===== config.mk =====
export PLATFORM = sky130hd
export DESIGN_NAME = mant24_div_seq
export DESIGN_NICKNAME = d
export VERILOG_FILES = /design/src/rtl/mant24_div_seq.sv
export SDC_FILE = /design/constraint.sdc
export NUM_CORES = 1
export LEC_CHECK = 0
export BUFFER_PORTS_ARGS = -buffer_cell sky130_fd_sc_hd__clkbuf_2
export CORE_ASPECT_RATIO = 1.2
export CORE_MARGIN = 5
export CORE_UTILIZATION = 53
export CTS_CLUSTER_SIZE = 20
export DETAILED_ROUTE_END_ITERATION = 12
export GPL_ROUTABILITY_DRIVEN = 0
export GPL_TIMING_DRIVEN = 0
export HOLD_SLACK_MARGIN = 0.15
export PLACE_DENSITY_LB_ADDON = 0.12
export SLEW_MARGIN = 20
export SYNTH_ARGS = -nofsm -noshare
export SYNTH_HDL_FRONTEND = slang
export SYNTH_SLANG_ARGS = --single-unit

===== constraint.sdc =====
create_clock -name clk -period 3.1 [get_ports clk]
set_clock_uncertainty 0.2 [all_clocks]
set_input_delay 0.155 -clock clk [delete_from_list [all_inputs] [get_ports clk]]
set_output_delay 0.155 -clock clk [all_outputs]
set_load 0.02 [all_outputs]

===== src/rtl/mant24_div_seq.sv =====
// Sequential radix-2 restoring mantissa divider: q = floor(a*2^F/b), one quotient bit per clock.
// Divide-by-zero and overflow are resolved in the accept cycle without entering RUN.
module mant24_div_seq #(
   parameter int W = 24,
   parameter int F = 25
) (
   input  logic         clk,
   input  logic         rst_n,
   input  logic         start,
   input  logic [W-1:0] a,
   input  logic [W-1:0] b,
   output logic         busy,
   output logic         done,
   output logic [F:0]   q,
   output logic [W-1:0] r,
   output logic         sticky,
   output logic         ovf,
   output logic         dbz
);

   localparam int CW = $clog2(F + 1);

   typedef enum logic {S_IDLE, S_RUN} state_t;

   state_t         state_q, state_d;
   logic [W:0]     rem_q, rem_d;
   logic [W-1:0]   div_q, div_d;
   logic [CW-1:0]  cnt_q, cnt_d;
   logic [F:0]     acc_q, acc_d;
   logic           busy_q, busy_d;
   logic           done_q, done_d;
   logic [F:0]     q_q, q_d;
   logic [W-1:0]   r_q, r_d;
   logic           sticky_q, sticky_d;
   logic           ovf_q, ovf_d;
   logic           dbz_q, dbz_d;

   logic [W:0]     a_ext, b_dbl, div_ext, rem_sub, rem_new;
   logic [F:0]     acc_new;
   logic           take;

   always_comb begin
      a_ext   = {1'b0, a};
      b_dbl   = {b, 1'b0};
      div_ext = {1'b0, div_q};
      take    = (rem_q >= div_ext);
      rem_sub = rem_q - div_ext;
      rem_new = take ? rem_sub : rem_q;
      acc_new = {acc_q[F-1:0], take};

      state_d  = state_q;
      rem_d    = rem_q;
      div_d    = div_q;
      cnt_d    = cnt_q;
      acc_d    = acc_q;
      busy_d   = busy_q;
      done_d   = 1'b0;
      q_d      = q_q;
      r_d      = r_q;
      sticky_d = sticky_q;
      ovf_d    = ovf_q;
      dbz_d    = dbz_q;

      case (state_q)
         S_IDLE: begin
            if (start) begin
               if (b == '0) begin
                  dbz_d    = 1'b1;
                  ovf_d    = 1'b0;
                  q_d      = '1;
                  r_d      = '0;
                  sticky_d = 1'b0;
                  done_d   = 1'b1;
               end else if (a_ext >= b_dbl) begin
                  // quotient would need more than F+1 bits: saturate immediately
                  ovf_d    = 1'b1;
                  dbz_d    = 1'b0;
                  q_d      = '1;
                  r_d      = '0;
                  sticky_d = 1'b0;
                  done_d   = 1'b1;
               end else begin
                  rem_d   = a_ext;
                  div_d   = b;
                  cnt_d   = CW'(F);
                  acc_d   = '0;
                  ovf_d   = 1'b0;
                  dbz_d   = 1'b0;
                  busy_d  = 1'b1;
                  state_d = S_RUN;
               end
            end
         end
         S_RUN: begin
            acc_d = acc_new;
            if (cnt_q == '0) begin
               q_d      = acc_new;
               r_d      = rem_new[W-1:0];
               sticky_d = |rem_new;
               done_d   = 1'b1;
               busy_d   = 1'b0;
               state_d  = S_IDLE;
            end else begin
               // rem_new < divisor, so the doubled value still fits in W+1 bits
               rem_d = {rem_new[W-1:0], 1'b0};
               cnt_d = cnt_q - CW'(1);
            end
         end
         default: state_d = S_IDLE;
      endcase
   end

   always_ff @(posedge clk or negedge rst_n) begin
      if (!rst_n) begin
         state_q  <= S_IDLE;
         rem_q    <= '0;
         div_q    <= '0;
         cnt_q    <= '0;
         acc_q    <= '0;
         busy_q   <= 1'b0;
         done_q   <= 1'b0;
         q_q      <= '0;
         r_q      <= '0;
         sticky_q <= 1'b0;
         ovf_q    <= 1'b0;
         dbz_q    <= 1'b0;
      end else begin
         state_q  <= state_d;
         rem_q    <= rem_d;
         div_q    <= div_d;
         cnt_q    <= cnt_d;
         acc_q    <= acc_d;
         busy_q   <= busy_d;
         done_q   <= done_d;
         q_q      <= q_d;
         r_q      <= r_d;
         sticky_q <= sticky_d;
         ovf_q    <= ovf_d;
         dbz_q    <= dbz_d;
      end
   end

   assign busy   = busy_q;
   assign done   = done_q;
   assign q      = q_q;
   assign r      = r_q;
   assign sticky = sticky_q;
   assign ovf    = ovf_q;
   assign dbz    = dbz_q;

endmodule


==> results.py <==
metrics = {
    "logic_synthesis": {
        "synth_top_cell_area_share_pct": 43.99,
        "syn_avg_cell_area_sq_um": 9.796,
        "synth_cells": 784,
        "synth_common_cells": "dfrtp_1 (135), nand2_1 (66), inv_1 (56), nor2_1 (56), a21oi_1 (55)",
        "synth_area_leader_cell": "dfrtp_1",
        "ys_types": 67,
        "async_flop_share_pct": 100.0,
        "synthTopCellsByArea": "dfrtp_1 (44%), ha_1 (8.0%), a21oi_1 (3.6%), nand2_1 (3.2%), o22a_1 (3.0%)",
        "ys_dominant_reg_cell": "dfrtp_1",
        "netlist_area_sq_um": 7680,
        "synth.most_common_cell": "dfrtp_1",
        "ys_ff_latch": 135,
        "synth_nets": 885,
        "yosysWarningCount": 0,
        "synth_edf_count": 0,
        "seq_area_frac_synth_pct": 43.99,
    },
    "hold_path": {
        "min_path_type": "in2reg",
        "holdPathEnd": "dbz",
        "worstHoldPathCells": 5,
        "min_from": "b[17]",
    },
    "clock_tree": {
        "numCtsBuffers": 17,
        "h-tree-depth": 4,
        "clkTransAtPathRegs_ns": 0.06,
        "cts.sinks": 135,
        "cts_tree": "yes",
        "cts_max_path_buffers": 2,
        "ctsRootBufferMaster": "clkbuf_16",
        "insertion_delay_ns": 0.42,
    },
    "worst_setup_path": {
        "cp-end-kind": "flip-flop",
        "crit_fanout": 4,
        "crit_start": "rem_q[0]",
        "worstReg2RegStart": "rem_q[0]",
        "crit_arrival_ns": 3.53,
        "crit_type": "reg2reg",
        "r2r_end": "sticky",
        "crit_path_start_kind": "flip-flop",
        "ff2ff_setup_slack_ns": -0.33,
        "worstRegToRegCells": 14,
        "cp_data_required_time_ns": 3.20,
    },
    "global_routing": {
        "grt_max_degree": 76,
        "antenna_found_initial": 0,
        "gr-total-overflow": 0,
        "grt_usage_pct": 27.51,
        "grt_pass1_vias": 7279,
        "grt_pass1_wl_um": 36660,
    },
    "place": {
        "place_hpwl_um": 16580,
        "portBuffers": 105,
    },
    "final_layout": {
        "diodes": 0,
        "drive_gt1_share_pct": 34.53,
        "area_delta_synth_final_pct": 42.51,
        "fin_nets": 1119,
    },
    "detailed_routing": {
        "wl_met2_um": 12680,
        "vias_per_cell": 6.162,
        "drt-met1-wl_um": 9705,
        "top_layer_used": "met4",
        "wl_met3_um": 1718,
        "wl_um": 25480,
        "drt_iter0_markers": 827,
        "route.detailed.drc": 0,
        "dr.pass1.iters": 5,
        "drt-wirelength-per-cell_um": 21.13,
        "final_antenna_net_count": 0,
        "vias": 7431,
    },
    "floorplan": {
        "pin_count": 106,
        "die_w_um": 119.9,
        "dieArea_sq_um": 17010,
        "chipHeight_um": 141.9,
        "core_area_sq_um": 14290,
        "start_util_pct": 53.73,
        "rows": 48,
    },
    "sta": {
        "hold-worst-slack_ns": 0.1408,
        "relSlewSlack_pct": 17.90,
        "slew_viol_final": 0,
        "finalCritPeriodShare_pct": 110.6,
        "rsz0062_at_grt": "yes",
        "max_freq_mhz": 291.7,
        "min_period_ns": 3.428,
        "worstMarginPinSlew_ns": 1.227,
        "setup_violations": 34,
        "layout_setup_ws_ns": -0.3284,
        "hold_viol_final": 0,
    },
    "run": {
        "maxCapViolCount": 0,
    },
    "status": {
        "violations": "setup timing",
        "status": "finished with violations",
    },
}
-- flip-flops by register name, summed over array words and instances (netlist names) --
name,cells
acc_q,25
busy,1
cnt_q,5
dbz,1
div_q,24
done,1
ovf,1
q,26
r,24
rem_q,25
state_q,1
sticky,1
-- what timing repair did --
item | 4_1_cts | 5_1_grt
gates cloned | 1 | 1
pin swaps | 21 | 48
resized for setup | 71 | 110
setup endpoints to repair | 47 | 116
hold endpoints to repair | 190 | 5
setup buffers | 16 | 37
hold buffers | 56 | 4
-- through the flow --
step | instances | setup TNS [ns] | area (sq um) | worst slack (ns) | utilization (%)
2_1_floorplan | 784 | -0.06309 | 7682 | -0.06309 | -
3_3_place_gp | 1064 | -56.94 | 8427 | -0.4747 | 58.95
3_5_place_dp | 1065 | -13.33 | 8463 | -0.5016 | 59.21
4_1_cts | 1170 | -5.196 | 10130 | -0.1961 | 70.86
5_1_grt | 1206 | -8.087 | 10940 | -0.4471 | 76.57
6_report | 1206 | -3.394 | 10940 | -0.3284 | 76.57
-- kinds of logic after synthesis --
kind of cell               share of synthesized area (%)
muxes                                              5.621
and+or+nand+nor                                    13.29
xor gates and xnor gates                           2.623
DFF                                                43.99
AOI/OAI and AO/OA                                  20.94
adders and majority gates                          8.244
buffers and inverters                              5.295
-- routing by layer --
layer  global-route usage [%]  up-vias
met3                    5.303      111
met4                    14.60        0
met5                        0        -
met2                    47.23      424
met1                    32.72     3606
li1                         -     3290
-- critical path, cell delays in order (launching register included) --
cell      delay (ns)
dfrtp_2         0.42
inv_2           0.08
ha_4            0.14
inv_2           0.04
fa_2            0.38
a211oi_4        0.26
o211ai_2        0.16
a211oi_4        0.33
o31ai_4         0.16
a21oi_2         0.20
o21ai_0         0.13
and2_1          0.18
a2111o_1        0.37
nor4_2          0.15
a21oi_1         0.09
-- area by class of cell --
type	instances	area (sq um)
inverter	58	217.7
multi-input combinational	553	4636
buffer	38	241.5
tap	175	219.0
timing repair buffer	215	1620
clock buffer	21	450.4
fill	926	3349
sequential	135	3387
clock inverter	11	172.7
-- cell usage in the layout, fill, tap and decap left out, drive strengths merged, types with 12 or more instances in the layout --
master       instances
a22o                25
xor2                12
nand2               67
clkbuf             151
o31ai               14
o22a                26
nor2                56
a21oi               57
dlygate4sd3         55
nor3                14
nor4                12
dfrtp              135
nand3               27
mux2i               18
mux2                22
inv                 59
o21ai               47
a21o                18
ha                  49
buf                 68
-- worst max-delay path by stage --
stage                      to
CTS                    sticky
finish                 sticky
floorplan              sticky
global placement    rem_q[19]
global route           sticky
detailed placement  rem_q[19]
Power is not shown: default switching activity piles up to over one toggle a cycle in this logic, so the estimate is an artifact.
